$ cat src/rtl/fgp_packet_queue.sv
// fgp_packet_queue: packet-buffer queue controller.
// The write side packs fixed-length FGP frames into power-of-two partitions
// of the packet buffer RAM and commits each complete frame to a circular
// queue. The read side launches one transmission per committed frame and
// retires the frame when the transmitter reports completion.
module fgp_packet_queue #(
    parameter int RAM_SIZE  = 16384,
    parameter int FRAME_LEN = 772,
    // Derived sizes; not meant to be overridden.
    parameter int PART_LEN  = 2 ** $clog2(FRAME_LEN),
    parameter int QUEUE_LEN = RAM_SIZE / PART_LEN,
    parameter int AW        = $clog2(RAM_SIZE),
    parameter int QW        = $clog2(QUEUE_LEN),
    parameter int CW        = $clog2(PART_LEN)
) (
    input  logic          clk,
    input  logic          rstn,
    input  logic          abort,
    input  logic          inclk,
    input  logic [7:0]    in,
    output logic          ram_we,
    output logic [AW-1:0] ram_waddr,
    output logic [7:0]    ram_win,
    output logic          tx_start,
    output logic [AW-1:0] tx_read_start,
    input  logic          tx_done,
    output logic          tx_busy,
    output logic [QW-1:0] count,
    output logic          drop
);

    // Byte counter needs at least one bit even for single-byte frames.
    localparam int CWX = (CW > 0) ? CW : 1;

    localparam logic [1:0] ST_IDLE   = 2'd0;
    localparam logic [1:0] ST_START  = 2'd1;
    localparam logic [1:0] ST_ACTIVE = 2'd2;

    // State registers
    logic [QW-1:0]  head_q,   head_d;
    logic [QW-1:0]  tail_q,   tail_d;
    logic [CWX-1:0] wr_cnt_q, wr_cnt_d;
    logic [1:0]     state_q,  state_d;

    // Registered outputs
    logic           ram_we_q,        ram_we_d;
    logic [AW-1:0]  ram_waddr_q,     ram_waddr_d;
    logic [7:0]     ram_win_q,       ram_win_d;
    logic           tx_start_q,      tx_start_d;
    logic [AW-1:0]  tx_read_start_q, tx_read_start_d;
    logic           tx_busy_q,       tx_busy_d;
    logic [QW-1:0]  count_q,         count_d;
    logic           drop_q,          drop_d;

    logic last_byte_s;
    logic full_s;

    // Frame-end and queue-full detection; full uses the head as registered now.
    always_comb begin
        last_byte_s = (wr_cnt_q == CWX'(FRAME_LEN - 1));
        full_s      = ((tail_q + QW'(1)) == head_q);
    end

    // Write path: stage each accepted byte into the tail partition and commit on frame end.
    always_comb begin
        wr_cnt_d    = wr_cnt_q;
        tail_d      = tail_q;
        drop_d      = 1'b0;
        ram_we_d    = 1'b0;
        ram_waddr_d = ram_waddr_q;
        ram_win_d   = ram_win_q;
        if (abort) begin
            // Abort wins over a coincident byte; the partial frame is discarded.
            wr_cnt_d = {CWX{1'b0}};
        end else if (inclk) begin
            ram_we_d    = 1'b1;
            ram_waddr_d = (AW'(tail_q) << CW) | AW'(wr_cnt_q);
            ram_win_d   = in;
            if (last_byte_s) begin
                wr_cnt_d = {CWX{1'b0}};
                if (!full_s) begin
                    tail_d = tail_q + QW'(1);
                end else begin
                    // Queue full: keep the tail so the next frame reuses the slot.
                    drop_d = 1'b1;
                end
            end else begin
                wr_cnt_d = wr_cnt_q + CWX'(1);
            end
        end else begin
            wr_cnt_d = wr_cnt_q;
        end
    end

    // Read FSM: launch one transmission per committed frame, retire it on tx_done.
    always_comb begin
        state_d = state_q;
        head_d  = head_q;
        case (state_q)
            ST_IDLE: begin
                if (head_q != tail_q) begin
                    state_d = ST_START;
                end else begin
                    state_d = ST_IDLE;
                end
            end
            ST_START: begin
                // tx_done is ignored while the start pulse is out.
                state_d = ST_ACTIVE;
            end
            ST_ACTIVE: begin
                if (tx_done) begin
                    head_d  = head_q + QW'(1);
                    state_d = ST_IDLE;
                end else begin
                    state_d = ST_ACTIVE;
                end
            end
            default: begin
                state_d = ST_IDLE;
            end
        endcase
    end

    // Output decode from next-state values so registered outputs track the state registers.
    always_comb begin
        tx_start_d      = (state_d == ST_START);
        tx_busy_d       = (state_d == ST_START) || (state_d == ST_ACTIVE);
        count_d         = tail_d - head_d;
        tx_read_start_d = AW'(head_d) << CW;
    end

    // State and output registers with asynchronous active-low reset.
    always_ff @(posedge clk or negedge rstn) begin
        if (!rstn) begin
            head_q          <= {QW{1'b0}};
            tail_q          <= {QW{1'b0}};
            wr_cnt_q        <= {CWX{1'b0}};
            state_q         <= ST_IDLE;
            ram_we_q        <= 1'b0;
            ram_waddr_q     <= {AW{1'b0}};
            ram_win_q       <= 8'h00;
            tx_start_q      <= 1'b0;
            tx_read_start_q <= {AW{1'b0}};
            tx_busy_q       <= 1'b0;
            count_q         <= {QW{1'b0}};
            drop_q          <= 1'b0;
        end else begin
            head_q          <= head_d;
            tail_q          <= tail_d;
            wr_cnt_q        <= wr_cnt_d;
            state_q         <= state_d;
            ram_we_q        <= ram_we_d;
            ram_waddr_q     <= ram_waddr_d;
            ram_win_q       <= ram_win_d;
            tx_start_q      <= tx_start_d;
            tx_read_start_q <= tx_read_start_d;
            tx_busy_q       <= tx_busy_d;
            count_q         <= count_d;
            drop_q          <= drop_d;
        end
    end

    assign ram_we        = ram_we_q;
    assign ram_waddr     = ram_waddr_q;
    assign ram_win       = ram_win_q;
    assign tx_start      = tx_start_q;
    assign tx_read_start = tx_read_start_q;
    assign tx_busy       = tx_busy_q;
    assign count         = count_q;
    assign drop          = drop_q;

endmodule

$ cat config.mk
export PLATFORM = sky130hd
export DESIGN_NAME = fgp_packet_queue
export DESIGN_NICKNAME = d
export VERILOG_FILES = /design/src/rtl/fgp_packet_queue.sv
export SDC_FILE = /design/constraint.sdc
export NUM_CORES = 1
export LEC_CHECK = 0
export ABC_AREA = 1
export CAP_MARGIN = 10
export CORE_MARGIN = 2
export CORE_UTILIZATION = 50
export DETAILED_ROUTE_END_ITERATION = 8
export PLACE_DENSITY = 0.79
export SLEW_MARGIN = 20
export SYNTH_ARGS = -nofsm -noshare
export SYNTH_HDL_FRONTEND = slang
export SYNTH_SLANG_ARGS = --single-unit
$ cat constraint.sdc
create_clock -name clk -period 2.6 [get_ports clk]
set_input_delay 0.52 -clock clk [delete_from_list [all_inputs] [get_ports clk]]
set_output_delay 0.52 -clock clk [all_outputs]
set_load 0.01 [all_outputs]
=== Word-level counts from Yosys, hierarchy flattened ===
Cells that the tools add are included.

* Register bits: 50
* Output and inout port bits: 44
* Word-level logic and storage cells: 46
* Input bits: 13

* Reduce and logical (&&, ||, !) cells: 4
* Add/sub/neg operators: 4
* Eq/ne operators: 7
* Mux-type cells: 18
* Bitwise operators: 2

{| class="wikitable"
|+ Operators with widths
! cell !! number
|-
| $mux W10 || 3
|-
| $mux W4 || 6
|-
| $or A14 B10 Y14 || 1
|-
| $add A10 B1 Y10 const B || 1
|-
| $eq A10 B10 Y1 const B || 1
|-
| $add A4 B1 Y4 const B || 2
|-
| $mux W1 || 7
|-
| $pmux W2 S3 || 1
|-
| $eq A2 B1 Y1 const B || 2
|-
| $eq A2 B2 Y1 const B || 2
|-
| $eq A4 B4 Y1 || 1
|-
| $ne A4 B4 Y1 || 1
|-
| $sub A4 B4 Y4 || 1
|-
| $logic_not A2 Y1 || 1
|-
| $mux W2 || 1
|-
| $reduce_and A2 Y1 || 1
|-
| $reduce_bool A2 Y1 || 1
|-
| $logic_or A1 B1 Y1 || 1
|-
| $not A1 Y1 || 1
|}

=== Logic depth before layout (Yosys ltp) ===
Gate-level depths: netlist (run 1).

* Depth after elaboration: 7
* Depth in mapped cells: 18
* Mapped depth without buffers: 18

=== Worst setup path after synthesis (run 1) ===
Ideal clock, no wire load.

* Path type: register to register
* Start point: register tail_q[0]
* End point: register count_q[3], in the netlist count[3]
* Buffers on the path: 0
* Data required time: 2.483 ns
* Library setup time: 0.117 ns
* Clock period less this slack: 2.342 ns
* Setup slack: 0.258 ns
* Data arrival time: 2.225 ns
* Cell stages (with the launch flop): 16
* Cell sequence: dfrtp_1 -> ha_1 -> xnor2_1 -> nand2_1 -> nor2_4 -> nand2_4 -> nand2_4 -> nor2_2 -> xor2_1 -> ha_1 -> a21oi_1 -> nand2_1 -> nand2_1 -> nand2_1 -> nand3_1 -> nand2_1

* Word-level cells in the longest chain between the ends: 7

{| class="wikitable"
|+ Ends and longest elaborated chain
! element !! line !! source
|-
| start: declaration || 41 || <nowiki>logic [QW-1:0] tail_q, tail_d;</nowiki>
|-
| start signal: assignment || 137 || <nowiki>tail_q <= {QW{1'b0}};</nowiki>
|-
| start signal: assignment || 150 || <nowiki>tail_q <= tail_d;</nowiki>
|-
| $add A4 B1 Y4 (*) || 61, 82 ||
|-
| $eq A4 B4 Y1 || 61 || <nowiki>full_s = ((tail_q + QW'(1)) == head_q);</nowiki>
|-
| $mux W4 (*) || 81 || <nowiki>if (!full_s) begin</nowiki>
|-
| $mux W4 (*) || 79 || <nowiki>if (last_byte_s) begin</nowiki>
|-
| $mux W4 (*) || 75 || <nowiki>end else if (inclk) begin</nowiki>
|-
| $mux W4 (*) || 72 || <nowiki>if (abort) begin</nowiki>
|-
| net tail_d[2] || 41 ||
|-
| $sub A4 B4 Y4 (*) || 129 || <nowiki>count_d = tail_d - head_d;</nowiki>
|-
| net count_d[3] || 52 || <nowiki>logic [QW-1:0] count_q, count_d;</nowiki>
|-
| end signal: assignment || 146 || <nowiki>count_q <= {QW{1'b0}};</nowiki>
|-
| end signal: assignment || 159 || <nowiki>count_q <= count_d;</nowiki>
|-
| end: declaration || 52 ||
|}

Mark *: on every way through the listed nets, which the timed path passes. The rest lies on a longest branch.
A chain may end at the register's enable or synchronous reset.

=== Worst setup path after layout (run 1) ===
* Start point: register tail_q[1]
* End point: register count_q[3], in the netlist count[3]

The elaborated chain is that of the path after synthesis.

==> results of run 1 <==
cell usage in the layout, fill, tap and decap left out, drive strengths merged, types with 3 or more instances in the layout:
master	instances
nand2	75
dfrtp	50
clkdlybuf4s50	45
inv	37
o21ai	19
nor2	19
nand3	17
buf	11
conb	10
xor2	9
o22ai	7
ha	7
clkbuf	7
nand4	5
xnor2	3
worst max-delay path, stage by stage, from the launching register on:
cell and delay (ps):
dfrtp_1 450, ha_4 310, xnor2_1 120, nand2_1 110, nor2_4 150, nand2_4 80, nand2_4 90, nor2_2 60
xor2_2 150, ha_1 330, a21oi_2 170, nand2_1 60, nand2_1 60, nand2_1 70, nand3_1 90, nand2_1 50
metal layers:
layer,track usage,up-vias,share of wire
li1,-,947,-
met4,0.0714,0,0.0086
met3,0.0528,2,0.078
met1,0.252,875,0.44
met2,0.319,79,0.47
met5,0,-,0
where the power goes:
part	switching, W	internal (W)	total, W
registers	0.0000876	0.000900	0.000987
logic	0.000447	0.000395	0.000843
clock network	0.000242	0.000186	0.000428
total	0.000777	0.00148	0.00226
cell families (layout without fill, tap and decap cells):
family	Yosys count	count (layout)	share of synthesized area
adders and majority gates	8	8	0.0435
DFF	50	50	0.506
other	1	10	0.00152
xor gates and xnor gates	12	12	0.0455
and+or+nand+nor	119	119	0.239
buffers and inverters	54	101	0.0981
AOI/OAI and AO/OA	29	29	0.0667
through the flow:
stage,util,setup WS (ps)
after floorplan,-,258
after global placement,0.634,30.9
after detailed placement,0.634,-91.3
after CTS,0.650,56.8
after global routing,0.657,-18.6
final,0.657,152
area by class of cell:
class	count	area, um2	share of cell area
clock buffers	7	76.3	0.0244
well taps	67	83.8	0.0268
inverters	38	143	0.0457
multi-input cells	178	1040	0.333
flip-flops and latches	50	1250	0.401
repair buffers	56	531	0.170
worst min path at each step:
stage	start	endpoint	slack, ps	cells past startpoint
floorplan	rstn	count[0]	220	0
global placement	ram_win[4]	ram_win[4]	460	2
detailed placement	ram_win[4]	ram_win[4]	460	2
CTS	rstn	wr_cnt_q[7]	200	1
global route	rstn	count[3]	210	1
finish	rstn	count[3]	180	1
registers in the layout, indices dropped and copies added, names as in the netlist:
name,cells
wr_cnt_q,10
tx_read_start,4
state_q,2
tx_start,1
count,4
ram_win,8
tx_busy,1
tail_q,4
drop,1
ram_we,1
ram_waddr,14
what timing repair did:
item,4_1_cts,5_1_grt
resized for setup,0,3
setup endpoints to repair,0,1
hold endpoints to repair,0,0
setup buffers,0,1
==> results.md, run 1 <==
- CP arrival: 2650 ps
- Final hold vios: 0
- CTS H-tree lvls: 2
- Fin crit share: 0.941
- Final Slew Violations: 0
- Core area: 0.00475 mm2
- Startpoint Class: register
- Synth area leader: dfrtp_1
- Critical path class: register to register
- CTS buffer count: 5
- Nets: 350
- Cell Area, Synth: 0.00247 mm2
- Gate Count Post-Synth: 273
- Slew headroom: 0.656
- Die Ht: 74.4 um
- Sequential area share after synthesis: 0.506
- Max Fclk: 409 MHz
- IO Count: 57
- Clk sinks: 50
- FF-to-FF path depth: 15
- Max-cap viol count: 0
- Initial antenna violation count: 0
- Hold WS: 183 ps
- P per Cell Area: 723 mW/mm2
- Synth cell count leaders: nand2_1, dfrtp_1, inv_1, nand3_1, o21ai_0
- Yosys top cell area share: 0.506
- DRC viols: 0
- Final non-filler cell total: 396
- Post-synth EDFFs: 0
- Area Overhead vs Synth: 26.2%
- Dpl hpwl: 3.50 mm
- Fin crit period: 2450 ps
- Root Buffer: clkbuf_8
- Critical Path Source: tail_q[1]
- Die X: 74.4 um
- CP max FO: 4
- Total placed cells including tap cells: 388
- Synth unique cells: 33
- Fraction of final layout cells with drive strength greater than 1: 0.152
- Flops & latches, synth: 50
- # hold bufs at CTS: 0
- Asr flop ratio synth: 1.00
- Setup Skew: 7.59 ps
- 1st-iter DRT viols: 106
- Final instance area: 0.00312 mm2
- Vias per cell: 4.81
- Synth top area cells: dfrtp_1, nand2_1, inv_1
- Total routed wirelength: 4.76 mm
- Leakage: 1.47 nW
- Die area: 0.00553 mm2
- Setup slack, reg-to-reg: 150 ps
- Most frequent cell after synthesis: nand2_1
- Top FF cell, synth: dfrtp_1
- Number of global-route vias before repair: 1869
- GRT Total Usage: 0.196
- Overall power: 0.00226 W
- TritonRoute pass-1 iters: 4
- Port buffer count: 46
- Peak VDD IR: 0.359 mV
- Area after DPL: 0.00302 mm2
- Syn Area/Cell: 9.07 um2
- Crit path to: count[3]
- GP Congestion: 0.837
- Row cnt: 25
- Worst-path clk slew: 90 ps
- Reg2reg start: tail_q[1]
- Antenna fix cells: 0
- Post-route ant nets: 0
- Worst Tran Pin Value: 515 ps
- Via count: 1903
- Drt wl/cell: 12.0 um
- Worst Setup End Kind: register
- Gr ovfl total: 0
- End of the worst register-to-register path: count[3]
- Final setup vio count: 0
- Setup_tns: 0 ps
- First-pass GRT wire length: 8.19 mm
- Status: finished, final reports clean
- CTS tree: done
- Clock latency on the worst-skew pair: 300 ps
- Yosys warnings: 0
- Pin count of the biggest net entering global routing: 38
- HP Class: input port to asynchronous set/reset pin
- Clock tree buffer depth: 2
- Initial core utilization: 0.521
- CP Data Required Time: 2800 ps
- FILL cells: 389
(Power assumes the default switching activity.)
==> run 2: changes to the inputs <==
--- a/config.mk
+++ b/config.mk
@@ -9,6 +9,7 @@
 export CAP_MARGIN = 10
 export CORE_MARGIN = 2
 export CORE_UTILIZATION = 50
+export CTS_CLUSTER_SIZE = 24
 export DETAILED_ROUTE_END_ITERATION = 8
 export PLACE_DENSITY = 0.79
 export SLEW_MARGIN = 20
==> results of run 2 <==
No change in the layout: final DEF, timing and power equal those of run 1.
==> patch (settings of run 1) <==
Add an input register stage for `in`, without a reset; this delays it by one clock. The other inputs are not delayed to match.
--- a/src/rtl/fgp_packet_queue.sv
+++ b/src/rtl/fgp_packet_queue.sv
@@ -35,6 +35,12 @@
     localparam logic [1:0] ST_IDLE   = 2'd0;
     localparam logic [1:0] ST_START  = 2'd1;
     localparam logic [1:0] ST_ACTIVE = 2'd2;
+
+    logic [7:0] in_q;
+
+    always_ff @(posedge clk) begin
+        in_q <= in;
+    end
 
     // State registers
     logic [QW-1:0]  head_q,   head_d;
@@ -75,7 +81,7 @@
         end else if (inclk) begin
             ram_we_d    = 1'b1;
             ram_waddr_d = (AW'(tail_q) << CW) | AW'(wr_cnt_q);
-            ram_win_d   = in;
+            ram_win_d   = in_q;
             if (last_byte_s) begin
                 wr_cnt_d = {CWX{1'b0}};
                 if (!full_s) begin
Behaviour: not the same (Yosys sat finds a counterexample within 4 cycles, from zero or initial values and one cycle with rstn low).
==> patch against run 1 <==
  * Synthesized area is 4.1% higher
  * Sequential power grew 19%
  * Global-route usage up 0.095 points
  * Sequential cell count up 8
  * Routed wire length up 2.0%
  * Highest routed layer unchanged
  * Clock power increased by 96%
  * Final area up 7.0%
  * First-iteration DRC count is 30% higher
  * Clock skew shrank 0.0010 ns
  * Power rose by 30%
  * Count of clock-buffer cells in the layout is 5 higher
  * Critical endpoint unchanged
  * Worst setup slack gained 0.069 ns
  * Final cell count up 6.1%
==> patch: results (changes against run 1) <==
metric,value,unit,change
Synth async-reset ratio,86.21,%,-14 points
H-Tree Depth,3,,+1
routability cong.,0.8215,,-1.8%
later-pin clock latency in the skew report,0.34,ns,+0.04 ns
P_leak,1.603,nW,+8.9%
Vias,1965,,+3.3%
Commonest cells post-synth,"nand2_1 (87), dfrtp_1 (50), inv_1 (34), nand3_1 (13), nor2_1 (12)",,
first-pass GRT wire length,8231,um,+0.50%
DPL Wire Length,3428,um,-2.0%
CP Data Arrival Time,2.60,ns,-0.05 ns
Detailed Route WL,4850,um,+2.0%
Synth Area in Adders,4.177,%,-0.17 points
register area share after synthesis,54.78,%,+4.2 points
clock slew at the register clock pins of the worst setup and hold paths,0.06,ns,-0.03 ns
# fillers,390,,+0.26%
Synth Area in Compound Gates,6.265,%,-0.41 points
DP Worst Slack,-0.09335,ns,-0.002020 ns
VDD IR max,0.4399,mV,+22%
CP Max Fanout,5,,+1
total CTS buffers,9,,+4
r2r setup slk,0.22,ns,+0.07 ns
share of cells above drive strength 1,12.86,%,-2.3 points
CP max stage delay,0.47,ns,+0.02 ns
post-synth cell types,29,,-12%
Final Skew,0.006596,ns,-0.0009991 ns
status,"complete, no violations",,
patch: cell count changes in the layout (fill, tap and decap cells not counted), sizes merged, moves of 2 or more:
cell | before | now
a21oi | 1 | 6
buf | 11 | 7
clkbuf | 7 | 12
clkinv | 1 | 3
clkinvlp | 0 | 2
dfxtp | 0 | 8
nand2 | 75 | 91
nand4 | 5 | 1
nor2 | 19 | 17
o21ai | 19 | 15
patch: per-layer routing:
metal  wire length (um)  part of all wire [%]  global-route usage [%]  up-vias
li1                   -                     -                       -      994
met3                220                   4.5                   4.762       14
met5                  0                     0                       0        -
met4                136                   2.8                   13.06        0
met1               2094                    43                   24.55      906
met2               2400                    49                   30.27       51
patch: timing repair:
item / in CTS / in global routing
endpoints found under the hold margin: 0 / 0
endpoints found under the setup margin: 0 / 1
hold buffers: 0 / 0
gates resized for setup: 0 / 6
patch: worst max-delay path by stage:
stage / from / endpoint / slack [ns] / cells after the start
floorplan: tail_q[0] / count[3] / 0.25 / 18
global placement: inclk / count[3] / 0.05 / 18
detailed placement: inclk / count[3] / -0.09 / 18
CTS: tail_q[0] / count[3] / 0.05 / 18
global route: wr_cnt_q[0] / count[3] / 0.05 / 16
finish: tail_q[0] / count[3] / 0.22 / 18
patch: cell type report:
| cell class | instances | area (um2) | area share (%) |
|---|---|---|---|
| timing repair buffer | 52 | 500.5 | 14.98 |
| clock inverter | 4 | 50.05 | 1.498 |
| multi-input combinational | 184 | 984.7 | 29.46 |
| tap | 70 | 87.58 | 2.621 |
| sequential | 58 | 1414 | 42.31 |
| inverter | 40 | 150.1 | 4.493 |
| clock buffer | 12 | 155.1 | 4.642 |
patch: cell families after synthesis:
kind of cell	Yosys count
xor+xnor	11
flops	58
compound gates	30
simple gates	125
other cells	1
buf+inv	54
fa+ha+maj	8
patch: per-stage QoR:
stage	setup TNS (ns)	std cells	area (um2)
global route	0	420	3342
CTS	0	420	3312
floorplan	0	296	2610
detailed placement	-0.09335	404	3107
global placement	0	404	3107
finish	0	420	3342
patch: power breakdown:
part / leakage, nW / internal [W] / switching (W) / total (W)
Sequential: 0.695 / 0.00105 / 0.000115 / 0.00117
Clock: 0.0986 / 0.000493 / 0.000344 / 0.000837
Combinational: 0.810 / 0.000441 / 0.000486 / 0.000928
Total: 1.60 / 0.00199 / 0.000945 / 0.00293
patch: worst max-delay path, delay by kind of cell, from the launching register on:
family	cells	cell delay, ns
xor+xnor	1	0.15
flops	1	0.47
simple gates	12	0.90
fa+ha+maj	2	0.52
buf+inv	2	0.10
compound gates	1	0.13
